===== src/rtl/ru_mem_requester_if.sv =====
// Core/RAM signal bundle for the memory requester.
// master = requester side, slave = core + RAM side.
interface ru_mem_requester_if;
  logic        req_valid;
  logic        req_ready;
  logic        req_write;
  logic [1:0]  req_size;
  logic        req_unsigned;
  logic [31:0] req_addr;
  logic [31:0] req_wdata;
  logic        resp_valid;
  logic [31:0] resp_rdata;
  logic        resp_err;
  logic [31:0] mem_addr;
  logic [31:0] mem_wdata;
  logic        mem_write_enable;
  logic [31:0] mem_rdata;
  logic        mem_busy;

  modport master (
    input  req_valid, req_write, req_size,
    input  req_unsigned, req_addr, req_wdata,
    input  mem_rdata, mem_busy,
    output req_ready, resp_valid, resp_rdata, resp_err,
    output mem_addr, mem_wdata, mem_write_enable
  );

  modport slave (
    output req_valid, req_write, req_size,
    output req_unsigned, req_addr, req_wdata,
    output mem_rdata, mem_busy,
    input  req_ready, resp_valid, resp_rdata, resp_err,
    input  mem_addr, mem_wdata, mem_write_enable
  );
endinterface


===== src/rtl/ru_mem_requester.sv =====
// Load/store unit driving a word-only RAM (RMW for sub-word stores).
// Define RU_MISALIGN_TRAP_EN to trap misaligned half/word accesses.
module ru_mem_requester #(
  parameter int unsigned TIMEOUT_CYCLES = 255
) (
  input  logic clk,
  input  logic nRst,
  ru_mem_requester_if.master bus
);

  typedef enum logic [2:0] {
    IDLE, RD, RMW_RD, WR, RESP
  } state_e;

  localparam logic [7:0] CNT_LAST =
    8'(TIMEOUT_CYCLES - 1);

  state_e      state_q;
  logic [1:0]  off_q;
  logic [1:0]  size_q;
  logic        uns_q;
  logic [15:0] wdata_q;
  logic [7:0]  cnt_q;
  logic        req_ready_q;
  logic        resp_valid_q;
  logic        resp_err_q;
  logic [31:0] resp_rdata_q;
  logic [31:0] mem_addr_q;
  logic [31:0] mem_wdata_q;
  logic        mem_we_q;

  logic mis;
  logic sub;
  logic timeout;

`ifdef RU_MISALIGN_TRAP_EN
  assign mis =
    (bus.req_size == 2'd1 && bus.req_addr[0]) ||
    (bus.req_size[1] && bus.req_addr[1:0] != 2'b00);
`else
  assign mis = 1'b0;
`endif

  assign sub     = ~bus.req_size[1];
  assign timeout = (cnt_q == CNT_LAST);

  function automatic logic [31:0] load_ext(
    input logic [31:0] w,
    input logic [1:0]  off,
    input logic [1:0]  sz,
    input logic        uns
  );
    logic [7:0]  b;
    logic [15:0] h;
    b = w[{off, 3'b000} +: 8];
    h = off[1] ? w[31:16] : w[15:0];
    unique case (1'b1)
      sz == 2'd0: load_ext = {{24{~uns & b[7]}}, b};
      sz == 2'd1: load_ext = {{16{~uns & h[15]}}, h};
      default:    load_ext = w;
    endcase
  endfunction

  function automatic logic [31:0] merge(
    input logic [31:0] w,
    input logic [15:0] d,
    input logic [1:0]  off,
    input logic [1:0]  sz
  );
    merge = w;
    if (sz == 2'd0)
      merge[{off, 3'b000} +: 8] = d[7:0];
    else
      merge[{off[1], 4'b0000} +: 16] = d;
  endfunction

  always_ff @(posedge clk or negedge nRst) begin
    if (!nRst) begin
      state_q      <= IDLE;
      off_q        <= '0;
      size_q       <= '0;
      uns_q        <= 1'b0;
      wdata_q      <= '0;
      cnt_q        <= '0;
      req_ready_q  <= 1'b1;
      resp_valid_q <= 1'b0;
      resp_err_q   <= 1'b0;
      resp_rdata_q <= '0;
      mem_addr_q   <= '0;
      mem_wdata_q  <= '0;
      mem_we_q     <= 1'b0;
    end else begin
      unique case (state_q)
        IDLE: if (bus.req_valid) begin
          off_q       <= bus.req_addr[1:0];
          size_q      <= bus.req_size;
          uns_q       <= bus.req_unsigned;
          wdata_q     <= bus.req_wdata[15:0];
          cnt_q       <= '0;
          req_ready_q <= 1'b0;
          unique case (1'b1)
            mis: begin
              state_q      <= RESP;
              resp_valid_q <= 1'b1;
              resp_err_q   <= 1'b1;
            end
            !mis && !bus.req_write: begin
              state_q    <= RD;
              mem_addr_q <= {bus.req_addr[31:2], 2'b00};
            end
            !mis && bus.req_write && sub: begin
              state_q    <= RMW_RD;
              mem_addr_q <= {bus.req_addr[31:2], 2'b00};
            end
            default: begin
              state_q     <= WR;
              mem_addr_q  <= {bus.req_addr[31:2], 2'b00};
              mem_wdata_q <= bus.req_wdata;
              mem_we_q    <= 1'b1;
            end
          endcase
        end
        RESP: begin
          state_q      <= IDLE;
          req_ready_q  <= 1'b1;
          resp_valid_q <= 1'b0;
          resp_err_q   <= 1'b0;
          resp_rdata_q <= '0;
        end
        // RD, RMW_RD, WR: hold everything while the RAM is busy
        default: if (bus.mem_busy) begin
          if (timeout) begin
            state_q      <= RESP;
            cnt_q        <= '0;
            mem_we_q     <= 1'b0;
            resp_valid_q <= 1'b1;
            resp_err_q   <= 1'b1;
            resp_rdata_q <= '0;
          end else begin
            cnt_q <= cnt_q + 8'd1;
          end
        end else begin
          cnt_q <= '0;
          if (state_q == RD) begin
            state_q      <= RESP;
            resp_valid_q <= 1'b1;
            resp_rdata_q <= load_ext(
              bus.mem_rdata, off_q, size_q, uns_q);
          end else if (state_q == RMW_RD) begin
            state_q     <= WR;
            mem_we_q    <= 1'b1;
            mem_wdata_q <= merge(
              bus.mem_rdata, wdata_q, off_q, size_q);
          end else begin
            state_q      <= RESP;
            mem_we_q     <= 1'b0;
            resp_valid_q <= 1'b1;
          end
        end
      endcase
    end
  end

  assign bus.req_ready        = req_ready_q;
  assign bus.resp_valid       = resp_valid_q;
  assign bus.resp_err         = resp_err_q;
  assign bus.resp_rdata       = resp_rdata_q;
  assign bus.mem_addr         = mem_addr_q;
  assign bus.mem_wdata        = mem_wdata_q;
  assign bus.mem_write_enable = mem_we_q;

endmodule


===== src/flat_wrapper.sv =====
// flat-port wrapper written by rule: the top's interface ports become plain ports
module ru_mem_requester_flat 
#(
  parameter int unsigned TIMEOUT_CYCLES = 255
)
  (clk, nRst, bus_req_valid, bus_req_write, bus_req_size, bus_req_unsigned, bus_req_addr, bus_req_wdata, bus_mem_rdata, bus_mem_busy, bus_req_ready, bus_resp_valid, bus_resp_rdata, bus_resp_err, bus_mem_addr, bus_mem_wdata, bus_mem_write_enable);
  ru_mem_requester_if bus_i ();
  input  logic clk;
  input  logic nRst;
  input wire logic [$bits(bus_i.req_valid)-1:0] bus_req_valid;
  input wire logic [$bits(bus_i.req_write)-1:0] bus_req_write;
  input wire logic [$bits(bus_i.req_size)-1:0] bus_req_size;
  input wire logic [$bits(bus_i.req_unsigned)-1:0] bus_req_unsigned;
  input wire logic [$bits(bus_i.req_addr)-1:0] bus_req_addr;
  input wire logic [$bits(bus_i.req_wdata)-1:0] bus_req_wdata;
  input wire logic [$bits(bus_i.mem_rdata)-1:0] bus_mem_rdata;
  input wire logic [$bits(bus_i.mem_busy)-1:0] bus_mem_busy;
  output wire logic [$bits(bus_i.req_ready)-1:0] bus_req_ready;
  output wire logic [$bits(bus_i.resp_valid)-1:0] bus_resp_valid;
  output wire logic [$bits(bus_i.resp_rdata)-1:0] bus_resp_rdata;
  output wire logic [$bits(bus_i.resp_err)-1:0] bus_resp_err;
  output wire logic [$bits(bus_i.mem_addr)-1:0] bus_mem_addr;
  output wire logic [$bits(bus_i.mem_wdata)-1:0] bus_mem_wdata;
  output wire logic [$bits(bus_i.mem_write_enable)-1:0] bus_mem_write_enable;
  assign bus_i.req_valid = bus_req_valid;
  assign bus_i.req_write = bus_req_write;
  assign bus_i.req_size = bus_req_size;
  assign bus_i.req_unsigned = bus_req_unsigned;
  assign bus_i.req_addr = bus_req_addr;
  assign bus_i.req_wdata = bus_req_wdata;
  assign bus_i.mem_rdata = bus_mem_rdata;
  assign bus_i.mem_busy = bus_mem_busy;
  assign bus_req_ready = bus_i.req_ready;
  assign bus_resp_valid = bus_i.resp_valid;
  assign bus_resp_rdata = bus_i.resp_rdata;
  assign bus_resp_err = bus_i.resp_err;
  assign bus_mem_addr = bus_i.mem_addr;
  assign bus_mem_wdata = bus_i.mem_wdata;
  assign bus_mem_write_enable = bus_i.mem_write_enable;
  ru_mem_requester #(.TIMEOUT_CYCLES(TIMEOUT_CYCLES)) u_core (.clk(clk), .nRst(nRst), .bus(bus_i));
endmodule

===== config.mk =====
export PLATFORM = sky130hd
export DESIGN_NAME = ru_mem_requester_flat
export DESIGN_NICKNAME = d
export VERILOG_FILES = /design/src/rtl/ru_mem_requester_if.sv /design/src/rtl/ru_mem_requester.sv /design/src/flat_wrapper.sv
export SDC_FILE = /design/constraint.sdc
export NUM_CORES = 1
export LEC_CHECK = 0
export BUFFER_PORTS_ARGS = -buffer_cell sky130_fd_sc_hd__buf_2
export CAP_MARGIN = 20
export CORE_UTILIZATION = 40
export CTS_CLUSTER_SIZE = 28
export DETAILED_ROUTE_END_ITERATION = 8
export PLACE_DENSITY = 0.71
export SLEW_MARGIN = 20
export SYNTH_ARGS = -nofsm -noshare
export SYNTH_HDL_FRONTEND = slang
export SYNTH_SLANG_ARGS = --single-unit

===== constraint.sdc =====
create_clock -name clk -period 3.7 [get_ports clk]
set_clock_uncertainty 0.05 [all_clocks]
set_input_delay 0.185 -clock clk [delete_from_list [all_inputs] [get_ports clk]]
set_output_delay 0.185 -clock clk [all_outputs]
set_load 0.1 [all_outputs]

### Word level (Yosys, flattened, before mapping)

Cells that the tools add are included.

* add/subtract/negate cells: 3
* equality and inequality tests: 14
* shift operators: 5
* muxes and demuxes: 42
* bitwise gates (word level): 6
* reduce and logical (&&, ||, !) cells: 19

Operator list (number)
* $mux 32: 9
* $pmux 32 s2: 3
* $bwmux 32: 2
* $shift 16x7->32 const A: 1
* $shift 8x7->32 const A: 1
* $shiftx 16x7->32: 1
* $shiftx 32x6->8: 1
* $shiftx 8x7->32: 1
* $mux 8: 3
* $mux 16: 1
* $pmux 8 s2: 1
* $mux 3: 5
* $neg 5->7: 2
* $mux 1: 12
* $reduce_and 3->1: 3
* $add 8x1->8 const B: 1
* $eq 8x8->1 const B: 1
* $pmux 1 s2: 4
* $reduce_and 2->1: 4
* $reduce_bool 2->1: 4
* $ne 2x2->1 const B: 3
* $ne 3x1->1 const B: 2
* $pmux 3 s2: 1
* $reduce_and 6->1: 1
* 18 further kinds: 22

* flip-flop bits (word level): 130
* bits of input ports: 104
* output and inout bits: 100

### Depth between registers and ports, before layout

* depth in word-level cells: 8
* mapped depth: 9

### Worst setup path before layout

Ideal clock, no wire load.

* path kind: reg2reg
* start: reg u_core.off_q[0]
* end: reg u_core.mem_wdata_q[30] (netlist: u_core.bus.mem_wdata[30])
* arrival time: 2.462 ns
* required time: 3.567 ns
* setup slack: 1.106 ns
* cell stages (with the launch flop): 9
* period minus slack after synthesis: 2.594 ns
* cell sequence: dfrtp_1 -> clkbuf_1 -> buf_2 -> clkinv_1 -> ha_1 -> nor3b_1 -> nand4_1 -> and3_1 -> o21ai_0

* word-level cells in the longest chain between the ends: 8

Ends and longest elaborated chain
* from (decl): RTL line ru_mem_requester.sv:19 `logic [1:0] off_q;`
* from (signal assigned): RTL line ru_mem_requester.sv:95 `off_q <= bus.req_addr[1:0];`
* $neg 5->7 (*): RTL line ru_mem_requester.sv:72 `merge[{off, 3'b000} +: 8] = d[7:0];`
* $shiftx 8x7->32 / $shift 8x7->32 (equally long branches): RTL line ru_mem_requester.sv:72
* $bwmux 32 (*): RTL line ru_mem_requester.sv:72
* $mux 32 (*): RTL line ru_mem_requester.sv:71 `if (sz == 2'd0)`
* $mux 32 (*): RTL line ru_mem_requester.sv:149 `end else if (state_q == RMW_RD) begin`
* $mux 32 (*): RTL line ru_mem_requester.sv:144 `if (state_q == RD) begin`
* $mux 32 (*): RTL line ru_mem_requester.sv:131 `default: if (bus.mem_busy) begin`
* $pmux 32 s2 (*): RTL line ru_mem_requester.sv:93 `unique case (state_q)`
* to (signal assigned): RTL line ru_mem_requester.sv:118 `mem_wdata_q <= bus.req_wdata;`
* to (signal assigned): RTL line ru_mem_requester.sv:152 `mem_wdata_q <= merge(`
* to (decl): RTL line ru_mem_requester.sv:29 `logic [31:0] mem_wdata_q;`

Every way passes the cells marked *; elsewhere a longest branch is shown, timed or not. The select of a mux whose other input is x is not followed.
A chain may end at the register's enable or synchronous reset.

### Worst setup path in the final report

* start: reg u_core.off_q[0]
* end: reg u_core.mem_wdata_q[24] (netlist: u_core.bus.mem_wdata[24])

Same word-level chain as after synthesis.

==> qor.yml <==
clock_tree:
  cts_buffers: 17
  cts_resized: 0
  postCtsSetupBuffers: 0
  cts_hold_buffers: 61
  clock-sinks: 130
  clk_pin_slew_ns: 0.06
  clock_path_buffers: 2
  clock_latency_ns: 0.42
  htreeDepth: 4
  cts_root_buf: "clkbuf_16"
  cts_tree: "done"
floorplanning:
  initial_core_util_pct: 41.06
  io_pins: 204
  die_h_um: 132.7
  dieArea_um2: 17610
  core_area_um2: 16640
  die_x_um: 132.7
  num_rows: 47
setup_path:
  required_ns: 3.95
  endpoint_kind: "flip-flop"
  crit_fanout: 24
  r2r_cells: 7
  reg2reg_slack_ns: 0.57
  cp.arrival_ns: 3.37
  r2r_end: "u_core.bus.mem_wdata[24]"
  r2r-start: "u_core.off_q[0]"
  critPathKind: "flip-flop to flip-flop"
  worstSetupStartpointType: "flip-flop"
synth:
  synth.area.top_cells: "dfrtp_1 47%, mux2_2 8.1%, a21oi_1 4.8%"
  synth_edf_count: 0
  yosysWarnings: 0
  yosysTopAreaCellShare_pct: 47.24
  synth-async-reset-ratio_pct: 100.0
  synth-seq-cells: 130
  synth_cell_types: 54
  synth_top_cell_by_area: "dfrtp_1"
  syn_area_um2: 6834
  synth.yosys.seq_area_share_pct: 47.62
  syn_inst: 651
  synth_area_per_cell_um2: 10.50
  synth-main-ff-cell: "dfrtp_1"
sta:
  finalSetupTns_ns: 0
  worst_pin_slew_ns: 0.9713
  rsz0062_at_grt: "false"
  period_share_pct: 84.49
  slew_headroom_pct: 35.24
  final_max_slew_viol_count: 0
  fmax_ghz: 0.3199
  hold_violations: 0
  setup_viol: 0
  final.min_clock_period_ns: 3.126
placed_design:
  portBuffers: 201
  dpl.hpwl_um: 15160
  finalWeightedCongestion: 0.8561
grt:
  antenna_found_initial: 0
  grt_pass1_vias: 5974
  grt_max_degree: 74
  grt_overflow_total: 0
  grt_pass1_wl_um: 34330
  groute.usage.overall_pct: 25.57
job:
  maxCapViolCount: 0
layout:
  antennaDiodeCount: 0
  nets: 1000
  layout_common_cells: "200 x buf_2, 128 x dfrtp_1, 64 x a21oi_1"
  mostFrequentLayoutCell: "buf_2"
  drive_gt1_share_pct: 33.63
  syn2layout_area_growth_pct: 35.44
detailed_routing:
  drtPass1Iterations: 5
  dr.first_iter.drc_count: 482
  totalWireLength_um: 22120
  vias: 6324
  vias_per_cell: 5.641
  wl_per_cell_um: 19.73
  drtAntennaViolNets: 0
  drc: 0
hold_path:
  hp-class: "primary input to flip-flop"
  hp-start: "bus_req_wdata[20]"
  worstHoldEndpoint: "u_core.bus.mem_wdata[20]"
  hold_depth: 3
outcome:
  status: "completed"
## logic make-up after synthesis
group                    Yosys count  synth area share, %
other                              1              0.05487
adder cells (fa/ha/maj)            7                1.282
XOR/XNOR                           5               0.6408
AND/OR/NAND/NOR                  137                11.08
AO/OA/AOI/OAI                    215                21.24
multiplexers                      82                13.09
buffers and inverters             74                4.998
flip-flops                       130                47.62
## cells in the mapped netlist (all sizes together) (4+ instances only)
master	instances
clkbuf	13
inv	21
a311o	7
o21ai	49
o2bb2ai	8
mux2i	32
buf	39
ha	7
xor2	5
nand2	23
a221o	24
nand4b	6
a211o	9
a21oi	65
or4bb	8
nor2	44
o22ai	16
nand2b	4
nor2b	10
o211ai	5
nor3	20
dfrtp	129
a221oi	22
mux2	49
## final cells by class
cell class | instances | area, um^2
well taps | 220 | 275.3
multi-input cells | 448 | 3267
clock inverters | 12 | 227.7
clock buffers | 19 | 452.9
flip-flops and latches | 130 | 3256
fillers | 1493 | 7386
inverters | 22 | 82.58
repair buffers | 270 | 1695
## how the worst max path moves through the flow
stage                    startpoint                       end  slack [ns]  cells after the start
floorplan           u_core.off_q[0]  u_core.bus.mem_wdata[30]        1.11                      8
global placement    u_core.off_q[0]  u_core.bus.mem_wdata[26]        0.82                      7
detailed placement  u_core.off_q[0]  u_core.bus.mem_wdata[24]        0.65                      7
CTS                 u_core.off_q[0]  u_core.bus.mem_wdata[24]        0.63                      7
global route        u_core.off_q[0]  u_core.bus.mem_wdata[24]        0.23                      7
finish              u_core.off_q[0]  u_core.bus.mem_wdata[24]        0.57                      7
## sequential cells by signal, summed over array words and instances (netlist names)
signal / count
u_core.bus.req_ready: 1
u_core.wdata_q: 16
u_core.uns_q: 1
u_core.size_q: 2
u_core.cnt_q: 8
u_core.bus.resp_valid: 1
u_core.off_q: 2
u_core.bus.resp_err: 1
u_core.bus.mem_addr: 30
u_core.bus.resp_rdata: 32
u_core.bus.mem_wdata: 32
u_core.state_q: 3
u_core.bus.mem_write_enable: 1
## critical path, cell delays in order (launching register included)
cell and delay, ns:
dfrtp_1 0.79, clkinv_1 0.50, ha_1 0.69, nor3b_1 0.12, buf_4 0.19, a311o_1 0.31, a221oi_1 0.27, nor2_1 0.09
## through the flow
| stage | instance area (um^2) | utilization, % | hold slack (ns) | cells | worst slack (ns) |
|---|---|---|---|---|---|
| floorplan | 6838 | - | -0.1606 | 652 | 1.106 |
| detailed placement | 7958 | 47.82 | 0.2166 | 1029 | 0.6521 |
| finish | 9256 | 55.62 | 0.01580 | 1121 | 0.5740 |
| global placement | 7958 | 47.82 | 0.2115 | 1029 | 0.8163 |
| CTS | 9249 | 55.57 | 0.0005032 | 1121 | 0.6339 |
| global route | 9256 | 55.62 | 0.01427 | 1121 | 0.2340 |
## metal layers
metal	vias up	part of all wire, %	global-route usage [%]
li1	2924	-	-
met1	3089	44	36.49
met2	282	47	39.44
met3	29	7.1	4.253
met4	0	2.1	8.493
met5	-	0	0
Power is not shown: default switching activity piles up to over one toggle a cycle in this logic, so the estimate is an artifact.
